[src/rtl/counter_cycle_arbiter.sv]
// counter_cycle_arbiter
// Steals RAM cycles from the core to apply involuntary +1/-1 counter updates.
// Each steal is a two-cycle read-modify-write (READ, WRITE) that holds the
// core stalled. At least one IDLE cycle always separates consecutive steals,
// so the core keeps making progress. The update uses 15-bit ones' complement
// arithmetic.
module counter_cycle_arbiter #(
    parameter int unsigned NUM_CTR   = 8,
    parameter logic [14:0] BASE_ADDR = 15'o24
) (
    input  logic               clock,
    input  logic               rst_l,
    input  logic [NUM_CTR-1:0] inc_req,
    input  logic [NUM_CTR-1:0] dec_req,
    input  logic [14:0]        core_raddr,
    input  logic [14:0]        core_waddr,
    input  logic [14:0]        core_wdata,
    input  logic               core_we,
    input  logic [14:0]        ram_read_data,
    output logic [14:0]        ram_read_address,
    output logic [14:0]        ram_write_address,
    output logic [14:0]        ram_write_data,
    output logic               ram_write_en,
    output logic               stall_core,
    output logic [NUM_CTR-1:0] ovf_pulse,
    output logic [NUM_CTR-1:0] overrun
);

    localparam int unsigned SEL_W = (NUM_CTR > 1) ? $clog2(NUM_CTR) : 1;

    typedef enum logic [1:0] {
        IDLE  = 2'd0,
        READ  = 2'd1,
        WRITE = 2'd2
    } state_e;

    state_e             state_q, state_d;
    logic [NUM_CTR-1:0] pend_inc_q, pend_inc_d;
    logic [NUM_CTR-1:0] pend_dec_q, pend_dec_d;
    logic [NUM_CTR-1:0] overrun_q, overrun_d;
    logic [SEL_W-1:0]   sel_q, sel_d;
    logic               dir_inc_q, dir_inc_d;

    logic               any_pend;
    logic               launch;
    logic [SEL_W-1:0]   pick;
    logic [14:0]        ctr_addr;
    logic [15:0]        sum;
    logic [14:0]        res;
    logic               res_ovf;

    // Priority encoder: lowest pending index wins.
    always_comb begin
        any_pend = 1'b0;
        pick     = '0;
        for (int i = int'(NUM_CTR) - 1; i >= 0; i--) begin
            if (pend_inc_q[i] | pend_dec_q[i]) begin
                any_pend = 1'b1;
                pick     = SEL_W'(i);
            end
        end
    end

    assign launch   = (state_q == IDLE) && any_pend;
    assign ctr_addr = BASE_ADDR + 15'(sel_q);

    // Next-state logic for the steal sequencer.
    always_comb begin
        state_d   = state_q;
        sel_d     = sel_q;
        dir_inc_d = dir_inc_q;
        case (state_q)
            IDLE: begin
                if (launch) begin
                    state_d   = READ;
                    sel_d     = pick;
                    dir_inc_d = pend_inc_q[pick];
                end
            end
            READ:    state_d = WRITE;
            WRITE:   state_d = IDLE;
            default: state_d = IDLE;
        endcase
    end

    // Pending latch. The launched counter is cleared first, so a request that
    // arrives on its launch edge becomes a fresh pending entry.
    // NOTE: every output of a combinational block gets a default first;
    // a path that leaves one unassigned would infer a latch.
    always_comb begin
        pend_inc_d = pend_inc_q;
        pend_dec_d = pend_dec_q;
        overrun_d  = overrun_q;
        if (launch) begin
            pend_inc_d[pick] = 1'b0;
            pend_dec_d[pick] = 1'b0;
        end
        for (int i = 0; i < int'(NUM_CTR); i++) begin
            if (inc_req[i] && dec_req[i]) begin
                // Opposite requests in the same cycle cancel each other.
            end else if (inc_req[i]) begin
                if (pend_dec_d[i])      pend_dec_d[i] = 1'b0;
                else if (pend_inc_d[i]) overrun_d[i]  = 1'b1;
                else                    pend_inc_d[i] = 1'b1;
            end else if (dec_req[i]) begin
                if (pend_inc_d[i])      pend_inc_d[i] = 1'b0;
                else if (pend_dec_d[i]) overrun_d[i]  = 1'b1;
                else                    pend_dec_d[i] = 1'b1;
            end
        end
    end

    // Ones'-complement +1 / -1 with end-around carry on the RAM read data.
    always_comb begin
        sum     = '0;
        res     = '0;
        res_ovf = 1'b0;
        if (dir_inc_q) begin
            if (ram_read_data == 15'o37777) begin
                res_ovf = 1'b1;
            end else begin
                sum = {1'b0, ram_read_data} + 16'd1;
                res = sum[14:0] + {14'd0, sum[15]};
            end
        end else begin
            if (ram_read_data == 15'o40000) begin
                res     = 15'o77777;
                res_ovf = 1'b1;
            end else begin
                sum = {1'b0, ram_read_data} + 16'o077776;
                res = sum[14:0] + {14'd0, sum[15]};
            end
        end
    end

    // RAM port mux and stall. The core owns the port in IDLE; otherwise the
    // arbiter owns it and the core write is blocked.
    always_comb begin
        ram_read_address  = core_raddr;
        ram_write_address = core_waddr;
        ram_write_data    = core_wdata;
        ram_write_en      = core_we;
        stall_core        = 1'b0;
        ovf_pulse         = '0;
        case (state_q)
            READ: begin
                stall_core       = 1'b1;
                ram_read_address = ctr_addr;
                ram_write_en     = 1'b0;
            end
            WRITE: begin
                stall_core        = 1'b1;
                ram_write_address = ctr_addr;
                ram_write_data    = res;
                ram_write_en      = 1'b1;
                ovf_pulse[sel_q]  = res_ovf;
            end
            default: ;
        endcase
    end

    assign overrun = overrun_q;

    // State registers. An asynchronous reset abandons any in-flight steal.
    // NOTE: sequential state uses non-blocking assignments so every register
    // samples the values from before the clock edge.
    always_ff @(posedge clock or negedge rst_l) begin
        if (!rst_l) begin
            state_q    <= IDLE;
            pend_inc_q <= '0;
            pend_dec_q <= '0;
            overrun_q  <= '0;
            sel_q      <= '0;
            dir_inc_q  <= 1'b0;
        end else begin
            state_q    <= state_d;
            pend_inc_q <= pend_inc_d;
            pend_dec_q <= pend_dec_d;
            overrun_q  <= overrun_d;
            sel_q      <= sel_d;
            dir_inc_q  <= dir_inc_d;
        end
    end

endmodule

[config.mk]
export PLATFORM = sky130hd
export DESIGN_NAME = counter_cycle_arbiter
export DESIGN_NICKNAME = d
export VERILOG_FILES = /design/src/rtl/counter_cycle_arbiter.sv
export SDC_FILE = /design/constraint.sdc
export NUM_CORES = 1
export LEC_CHECK = 0
export CORE_MARGIN = 3
export CORE_UTILIZATION = 38
export DETAILED_ROUTE_END_ITERATION = 8
export PLACE_DENSITY = 0.71
export SYNTH_ARGS = -nofsm -noshare
export SYNTH_HDL_FRONTEND = slang
export SYNTH_SLANG_ARGS = --single-unit
[constraint.sdc]
create_clock -name clock -period 8.3 [get_ports clock]
set_clock_uncertainty 0.1 [all_clocks]
set_input_delay 1.245 -clock clock [delete_from_list [all_inputs] [get_ports clock]]
set_output_delay 1.245 -clock clock [all_outputs]
set_load 0.01 [all_outputs]
==> results.json, run 1 <==
{
  "status": "complete, no violations",
  "ctsResizeCount": 0,
  "fin_crit_sh_pct": 84.2,
  "coreArea_um2": 9330,
  "initial_core_util_pct": 39.6,
  "drtAntennaViolNets": 0,
  "path_max_fanout": 15,
  "synthCells": 496,
  "ir_drop_mv": 0.144,
  "final_nets": 709,
  "antenna_cells": 0,
  "die-area_um2": 10900,
  "ys_ff_latch": 30,
  "intPower_mw": 0.585,
  "crit_chain": "clkdlybuf4s50_1 > and4_1 > and3_1 > nand3_1 > nor2_1 > ha_1 > ha_1 > nand2_1 > or4_1 > nor4b_1 > nand4_1 > nor2b_1 > o221ai_2 > clkdlybuf4s50_1",
  "drive_gt1_share_pct": 5.35,
  "gp_congestion": 0.928,
  "ys_warn_count": 0,
  "grt_pass1_wl_um": 19700,
  "hpwl_um": 9530,
  "worst_hold_slack_ns": 0.365,
  "ys_async_sr_fraction_pct": 100,
  "via_count": 4181,
  "drc": 0,
  "multi_input_comb_area_um2": 2730,
  "tightest_slew_ns": 0.922,
  "layout.area.seq_um2": 751,
  "die_h_um": 105,
  "grt_start_max_net_pins": 50,
  "hold_class": "flop to flop",
  "dr.pass1.iters": 5,
  "viasPerCell": 5.60,
  "cp.required_ns": 6.95,
  "io_buffers": 141,
  "cts_max_path_buffers": 2,
  "routed_wl_um": 12100,
  "ios": 142,
  "cts_tree": "done",
  "start_kind": "input pin",
  "synth.avg_cell_area_um2": 7.44,
  "setup_viol": 0,
  "swShare_pct": 44.7,
  "setup_tns_ns": 0,
  "nFillCells": 883,
  "ctsRootBufferMaster": "clkbuf_8",
  "cts.hold.buffers_added": 0,
  "synth_edf_count": 0,
  "ys_dominant_reg_cell": "dfrtp_1",
  "timing.slew.headroom_pct": 38.5,
  "slew_viol_final": 0,
  "cts_max_level": 2,
  "cap_viol_max_count": 0,
  "p_comb_share_pct": 64.6,
  "p_leak_nw": 1.94,
  "max_freq_mhz": 143,
  "criticalPathCategory": "input pin to output port",
  "cellPowerDensity_nw_per_um2": 202,
  "hold_viol": 0,
  "end_kind": "output port",
  "syn_area_um2": 3690,
  "cts.sinks": 30,
  "overflow": 0,
  "area_growth_pct": 41.6,
  "ys_seq_area_share_pct": 20.3,
  "grt_setup_unrepaired": "false",
  "grt_usage_pct": 21.4,
  "timing.final.crit_period_ns": 6.99,
  "worst_ep_arrival_time_ns": 5.64,
  "p_clk_share_pct": 10.5,
  "first_iter_violations": 259,
  "clkTransAtPathRegs_ns": 0.06,
  "synthDistinctLibCells": 66,
  "cpPeakStageDelay_ns": 0.82,
  "wl_per_cell_um": 16.2,
  "p_seq_share_pct": 25.0,
  "cp_slowest_cell": "clkdlybuf4s50_1",
  "antenna_found_initial": 0,
  "rows": 35,
  "dieWidth_um": 105,
  "post_cts_buffers": 0,
  "syn_nets": 588,
  "clock_latency_ns": 0.29,
  "cts_made_buffers": 5,
  "grt_pass1_vias": 3971,
  "p_switching_mw": 0.472
}
[cell families (layout without fill, tap and decap cells)]
group	count (synthesis)	count (layout)	share of synthesized area, %
adders and majority gates	14	14	4.68
xor gates and xnor gates	30	30	7.12
AOI/OAI and AO/OA	129	129	23.1
and+or+nand+nor	228	228	34.9
DFF	30	30	20.3
buffers and inverters	51	172	5.76
muxes	14	14	4.10
[metrics by stage]
| stage | setup WS (ns) | instances | util [%] | instance area [µm²] | power, mW |
|---|---|---|---|---|---|
| 6_report | 1.31 | 746 | 56.0 | 5230 | 1.06 |
| 3_3_place_gp | 1.40 | 739 | 55.2 | 5150 | 0.938 |
| 3_5_place_dp | 1.32 | 739 | 55.2 | 5150 | 0.951 |
| 5_1_grt | 1.01 | 746 | 56.0 | 5230 | 1.14 |
| 2_1_floorplan | 2.75 | 496 | - | 3690 | 0.640 |
| 4_1_cts | 1.30 | 746 | 56.0 | 5230 | 1.07 |
[power groups by stage]
| stage | logic, mW | clock network [mW] | registers [mW] |
|---|---|---|---|
| floorplan | 0.415 | 0 | 0.225 |
| global placement | 0.678 | 0 | 0.260 |
| detailed placement | 0.686 | 0 | 0.265 |
| CTS | 0.690 | 0.114 | 0.262 |
| global route | 0.749 | 0.119 | 0.273 |
| finish | 0.683 | 0.111 | 0.264 |
[worst max-delay path, delay by kind of cell]
| family | cells | cell delay, ns |
|---|---|---|
| compound gates | 1 | 0.15 |
| fa+ha+maj | 2 | 0.40 |
| buf+inv | 2 | 1.39 |
| simple gates | 9 | 2.45 |
[registers in the layout, summed over array words and instances (netlist names)]
register,count
dir_inc_q,1
overrun,8
pend_dec_q,8
pend_inc_q,8
sel_q,3
state_q,2
[placed cells by master, fill, tap and decap left out, types with 5 or more instances in the layout]
cell / count
clkdlybuf4s50_1: 141
nor2_1: 43
nor2b_1: 37
nand2_1: 32
a21oi_1: 31
dfrtp_1: 30
o21ai_0: 25
inv_1: 23
nor3_1: 19
xnor2_1: 18
a31oi_1: 14
xor2_1: 12
nor3b_1: 12
ha_1: 12
nand2b_1: 11
nand3_1: 10
mux2_2: 9
o2bb2ai_1: 9
nand4_1: 8
nor4_1: 8
or3_1: 8
or2_2: 7
o22ai_1: 7
nand3b_1: 6
o21bai_1: 6
mux2i_1: 5
and3_1: 5
o21a_1: 5
clkbuf_8: 5
[per-layer routing]
layer / up-vias / global-route usage [%] / wire length (µm)
li1: 2042 / - / -
met1: 1917 / 29.3 / 5460
met2: 207 / 35.7 / 5510
met3: 15 / 4.63 / 1020
met4: 0 / 2.91 / 95
met5: - / 0 / 0
[cell usage after synthesis, drive strengths merged, types with 11 or more instances]
cell | number | area share (%)
nor2b | 37 | 6.3
nand2b | 11 | 1.9
ha | 13 | 4.4
nor3 | 19 | 2.6
nor2 | 43 | 4.4
nor3b | 12 | 2.4
xnor2 | 18 | 4.3
dfrtp | 30 | 20
a21oi | 31 | 4.2
o21ai | 25 | 3.4
inv | 23 | 2.3
nand2 | 32 | 3.3
clkbuf | 18 | 1.8
xor2 | 12 | 2.8
a31oi | 14 | 2.4
[cell type report]
cell class | instances | area share [%]
clock buffer | 5 | 1.32
multi-input combinational | 415 | 52.2
clock inverter | 2 | 0.191
timing repair buffer | 142 | 27.1
tap | 129 | 3.09
sequential | 30 | 14.4
inverter | 23 | 1.65
[worst paths after layout]
| kind | from | to | slack [ns] | depth (start not counted) |
|---|---|---|---|---|
| worst max register to register | pend_dec_q[1] | pend_dec_q[7] | 5.69 | 6 |
| min in group asynchronous | rst_l | overrun[5] | 1.26 | 2 |
| max in group asynchronous | rst_l | dir_inc_q | 6.56 | 2 |
| worst max-delay path | ram_read_data[5] | ram_write_data[14] | 1.31 | 14 |
| worst min-delay path | overrun[1] | overrun[1] | 0.37 | 1 |
| worst min register to register | overrun[1] | overrun[1] | 0.37 | 1 |
(Power assumes the default switching activity.)
==> run 2: changes to the inputs <==
--- a/config.mk
+++ b/config.mk
@@ -8,7 +8,7 @@
 export CORE_MARGIN = 3
 export CORE_UTILIZATION = 38
 export DETAILED_ROUTE_END_ITERATION = 8
-export PLACE_DENSITY = 0.71
+export PLACE_DENSITY = 0.74
 export SYNTH_ARGS = -nofsm -noshare
 export SYNTH_HDL_FRONTEND = slang
 export SYNTH_SLANG_ARGS = --single-unit
==> constraint.sdc (replaced) <==
create_clock -name clock -period 5.85 [get_ports clock]
set_clock_uncertainty 0.1 [all_clocks]
set_input_delay 0.8775 -clock clock [delete_from_list [all_inputs] [get_ports clock]]
set_output_delay 0.8775 -clock clock [all_outputs]
set_load 0.01 [all_outputs]
==> run 2 against run 1 <==
Effect of this change:
- wire length fell by 0.74%
- count of clock-buffer cells in the layout rose by 1
- critical path depth rose by 1
- worst setup slack got worse by 1.1 ns
- die area did not move
- total power rose by 44%
- global-route usage fell by 0.33 points
- critical path type unchanged
- core utilization rose by 1.9 points
- final area rose by 3.4%
- sequential share of layout area fell by 0.47 points
- non-clock buffer count rose by 19
- critical endpoint is now ram_write_data[10]
==> results.json, run 2 (synthesis results as in run 1) <==
{
  "antenna_cells": 0,
  "fin_crit_sh_pct": 96.3,
  "cts_made_buffers": 5,
  "layout_common_cells": "140 x clkdlybuf4s50_1, 43 x nor2_1, 37 x nor2b_1",
  "drc": 0,
  "antenna_found_initial": 0,
  "ir_drop_mv": 0.190,
  "path_max_fanout": 5,
  "clock_latency_ns": 0.28,
  "cts_max_level": 2,
  "grt_start_max_net_pins": 50,
  "rows": 35,
  "grt_pass1_wl_um": 19600,
  "cellPowerDensity_nw_per_um2": 281,
  "viasPerCell": 5.66,
  "slew_viol_final": 0,
  "dr.pass1.iters": 5,
  "max_freq_mhz": 177,
  "criticalPathCategory": "input pin to output port",
  "io_buffers": 141,
  "initial_core_util_pct": 39.6,
  "grt_pass1_vias": 4066,
  "final_nets": 728,
  "p_leak_nw": 2.05,
  "gp_congestion": 0.945,
  "start_kind": "input pin",
  "end_kind": "output port",
  "grt_usage_pct": 21.1,
  "cts.hold.buffers_added": 0,
  "dieWidth_um": 105,
  "coreArea_um2": 9330,
  "drtAntennaViolNets": 0,
  "ios": 142,
  "wl_per_cell_um": 15.7,
  "status": "complete, no violations",
  "die_h_um": 105,
  "timing.slew.headroom_pct": 39.2,
  "cts_tree": "done",
  "overflow": 0,
  "fin_util_pct": 57.9,
  "final_common_cell": "clkdlybuf4s50_1",
  "timing.final.crit_period_ns": 5.64,
  "clkTransAtPathRegs_ns": 0.07,
  "hpwl_um": 9610,
  "cp.required_ns": 4.87,
  "via_count": 4336,
  "setup_viol": 0,
  "area_growth_pct": 46.4,
  "hold_viol": 0,
  "tightest_slew_ns": 0.911,
  "cts.sinks": 30,
  "worst_ep_arrival_time_ns": 4.66,
  "first_iter_violations": 360,
  "cts_max_path_buffers": 2,
  "ctsRootBufferMaster": "clkbuf_8",
  "cap_viol_max_count": 0,
  "setup_tns_ns": 0,
  "die-area_um2": 10900,
  "routed_wl_um": 12000,
  "drive_gt1_share_pct": 8.95,
  "hold_class": "flop to flop"
}
==> run 2: timing repair <==
| item | in CTS | in global routing |
|---|---|---|
| gates resized for setup | 0 | 7 |
| setup buffers | 0 | 1 |
| setup endpoints to repair | 0 | 3 |
==> run 2: final cells by class <==
cell class              count  area [µm²]
flip-flops and latches     30         751
repair buffers            161        1560
multi-input cells         415        2750
inverters                  23        86.3
clock buffers               6        82.6
clock inverters             2        12.5
fillers                   864        3920
well taps                 129         161
==> run 2: metrics by stage <==
stage | cell area (µm²) | worst slack (ns) | hold WS, ns | instances | power [mW]
2_1_floorplan | 3690 | 1.04 | 0.380 | 496 | 0.908
3_3_place_gp | 5280 | 0.280 | 0.347 | 757 | 1.32
3_5_place_dp | 5280 | 0.196 | 0.348 | 757 | 1.34
4_1_cts | 5380 | 0.204 | 0.368 | 765 | 1.52
5_1_grt | 5400 | -0.0153 | 0.401 | 766 | 1.64
6_report | 5400 | 0.215 | 0.362 | 766 | 1.52
==> run 2: path summary, 6_finish.rpt <==
check	startpoint	slack, ns	endpoint	cells after the start
setup / recovery	ram_read_data[1]	0.21	ram_write_data[10]	15
hold / removal	overrun[1]	0.36	overrun[1]	1
setup reg to reg	pend_dec_q[1]	3.18	pend_dec_q[7]	6
hold reg to reg	overrun[1]	0.36	overrun[1]	1
max in group asynchronous	rst_l	4.50	sel_q[1]	2
min in group asynchronous	rst_l	0.87	pend_inc_q[6]	2
==> run 2: critical path: stages <==
cell and delay (ns):
clkdlybuf4s50_1 0.42, inv_1 0.16, ha_1 0.19, or3b_2 0.50, or2_1 0.29, nor2_1 0.11
nand2_1 0.08, ha_1 0.24, ha_1 0.23, nand3b_1 0.20, nor3_1 0.10, a2111oi_1 0.40
o31ai_1 0.11, a31oi_1 0.18, clkdlybuf4s50_1 0.56
==> run 2: routing by layer <==
metal,up-vias,global-route usage (%),share of wire (%)
met4,0,5.90,1.9
met5,-,0,0
met3,19,4.20,7.9
met1,2019,27.3,45
met2,213,35.8,45
li1,2085,-,-
==> run 2: power breakdown <==
| group | leakage [nW] | switching (mW) | internal, mW |
|---|---|---|---|
| combinational | 1.67 | 0.489 | 0.490 |
| sequential | 0.338 | 0.0987 | 0.268 |
| clock | 0.0472 | 0.0797 | 0.0944 |
==> run 3: changes to the inputs <==
--- a/config.mk
+++ b/config.mk
@@ -6,9 +6,10 @@
 export NUM_CORES = 1
 export LEC_CHECK = 0
 export CORE_MARGIN = 3
-export CORE_UTILIZATION = 38
+export CORE_UTILIZATION = 45
 export DETAILED_ROUTE_END_ITERATION = 8
-export PLACE_DENSITY = 0.74
+export GPL_ROUTABILITY_DRIVEN = 0
+export PLACE_DENSITY = 0.82
 export SYNTH_ARGS = -nofsm -noshare
 export SYNTH_HDL_FRONTEND = slang
 export SYNTH_SLANG_ARGS = --single-unit
==> constraint.sdc (replaced) <==
create_clock -name clock -period 5.56 [get_ports clock]
set_clock_uncertainty 0.1 [all_clocks]
set_input_delay 0.834 -clock clock [delete_from_list [all_inputs] [get_ports clock]]
set_output_delay 0.834 -clock clock [all_outputs]
set_load 0.01 [all_outputs]
==> run 3 against run 2 <==
Effect of this change:
- worst setup slack about the same
- count of clock-buffer cells in the layout unchanged
- sequential share of layout area down 0.19 points
- hold slack better by 0.0051 ns
- total power up 13%
- global-route usage up 5.3 points
- via count up 0.95%
- critical path depth down 2
- sequential power up 6.5%
- clock power up 59%
- highest routed layer unchanged
==> results.json, run 3 (synthesis results as in run 1) <==
{
  "clkTransAtPathRegs_ns": 0.07,
  "crit_start": "ram_read_data[6]",
  "grt_setup_unrepaired": "false",
  "ir_drop_mv": 0.181,
  "regToRegSetupSlack_ns": 2.91,
  "cts_made_buffers": 5,
  "hpwl_um": 10100,
  "ios": 142,
  "hold_class": "flop to flop",
  "antenna_found_initial": 2,
  "final_nets": 733,
  "viasPerCell": 5.87,
  "io_buffers": 141,
  "reg2reg_depth": 6,
  "die-area_um2": 9330,
  "multi_input_comb_area_um2": 2760,
  "cts_max_level": 2,
  "dp_slack_ns": 0.0530,
  "drtAntennaViolNets": 0,
  "cts.sinks": 30,
  "crit_chain": "clkdlybuf4s50_1 > and4_1 > and3_1 > nand3_1 > nor2_1 > ha_1 > and3_1 > o2111a_1 > nand3b_1 > or3b_2 > a32oi_1 > a21oi_1 > clkdlybuf4s50_1",
  "rows": 32,
  "area_growth_pct": 48.4,
  "layout_common_cells": "136 x clkdlybuf4s50_1, 43 x nor2_1, 37 x nor2b_1",
  "dieWidth_um": 96.6,
  "coreArea_um2": 7850,
  "cp.required_ns": 4.63,
  "final_common_cell": "clkdlybuf4s50_1",
  "via_count": 4377,
  "grt_pass1_vias": 4089,
  "fin_util_pct": 69.8,
  "p_leak_nw": 2.14,
  "fin_crit_sh_pct": 96.1,
  "cp_slowest_cell": "clkdlybuf4s50_1",
  "cts_max_path_buffers": 2,
  "layout.area.seq_um2": 751,
  "drc": 0,
  "dr.pass1.iters": 5,
  "overflow": 0,
  "total_power_mw": 1.71,
  "setup_viol": 0,
  "clock_latency_ns": 0.28,
  "wl_per_cell_um": 16.8,
  "tightest_slew_ns": 0.682,
  "cts_tree": "done",
  "criticalPathCategory": "input pin to output port",
  "final_cells": 746,
  "drive_gt1_share_pct": 9.97,
  "cellPowerDensity_nw_per_um2": 312,
  "cap_viol_max_count": 0,
  "setup_tns_ns": 0,
  "ctsRootBufferMaster": "clkbuf_8",
  "crit_path_end": "ram_write_data[13]",
  "place_inst": 736,
  "timing.final.crit_period_ns": 5.34,
  "cts.hold.buffers_added": 0,
  "end_kind": "output port",
  "nFillCells": 646,
  "r2r_end": "pend_dec_q[7]",
  "max_freq_mhz": 187,
  "layout_setup_ws_ns": 0.215,
  "cpPeakStageDelay_ns": 0.56,
  "path_max_fanout": 5,
  "status": "complete, no violations",
  "initial_core_util_pct": 47.1,
  "grt_start_max_net_pins": 39,
  "worst_ep_arrival_time_ns": 4.41,
  "grt_pass1_wl_um": 19300,
  "hold_viol": 0,
  "routed_wl_um": 12600,
  "grt_usage_pct": 26.4,
  "slew_viol_final": 0,
  "start_kind": "input pin",
  "reg2reg_from": "pend_dec_q[1]",
  "die_h_um": 96.6,
  "first_iter_violations": 230,
  "timing.slew.headroom_pct": 54.5
}
-- run 3: cell types whose count changed in the layout (fill, tap and decap cells not counted), moves of 2 or more --
cell and change:
dlymetal6s2s_1 +4, buf_4 +5, diode_2 +2, bufinv_16 +2
clkdlybuf4s50_1 -4, and4_1 +2
-- run 3: worst max-delay path, delay by kind of cell --
kind	cells	cell delay, ns
buf+inv	2	1.08
fa+ha+maj	1	0.19
compound gates	3	0.70
simple gates	7	1.61
-- run 3: area by class of cell --
type                       count  area share (%)
timing repair buffer         166            29.4
tap                          102            2.33
antenna                        2          0.0913
sequential                    30            13.7
multi-input combinational    415            50.3
clock inverter                 2            1.10
clock buffer                   6            1.51
inverter                      23            1.58
-- run 3: routing by layer --
metal,GRT usage [%],vias to the layer above,share of wire (%)
met5,0,-,0
met3,5.96,22,11
li1,-,2112,-
met1,33.0,2010,40
met2,44.8,233,47
met4,8.88,0,1.9
-- run 3: worst min path at each step --
stage                     cells past startpoint        from    endpoint  slack, ns
final                                         1  overrun[1]  overrun[1]       0.37
after global routing                          1  overrun[7]  overrun[7]       0.40
after CTS                                     1  overrun[1]  overrun[1]       0.37
after detailed placement                      1  overrun[1]  overrun[1]       0.35
after global placement                        1  overrun[1]  overrun[1]       0.35
after floorplan                               2    sel_q[0]    sel_q[0]       0.38
-- run 3: power breakdown --
part / internal (mW) / switching [mW] / leakage (nW) / total [mW]
registers: 0.282 / 0.110 / 0.338 / 0.391
logic: 0.519 / 0.526 / 1.73 / 1.04
clock network: 0.191 / 0.0844 / 0.0714 / 0.276
total: 0.992 / 0.720 / 2.14 / 1.71
-- run 3: metrics by stage --
| stage | area, µm² | hold slack (ns) |
|---|---|---|
| after floorplan | 3690 | 0.380 |
| after global placement | 5300 | 0.350 |
| after detailed placement | 5300 | 0.350 |
| after CTS | 5440 | 0.370 |
| after global routing | 5480 | 0.396 |
| final | 5480 | 0.367 |
-- run 3: repair_timing --
| item | 4_1_cts | 5_1_grt |
|---|---|---|
| endpoints found under the setup margin | 0 | 5 |
| resized for setup | 0 | 13 |
| buffers inserted | 0 | 0 |
| endpoints found under the hold margin | 0 | 0 |
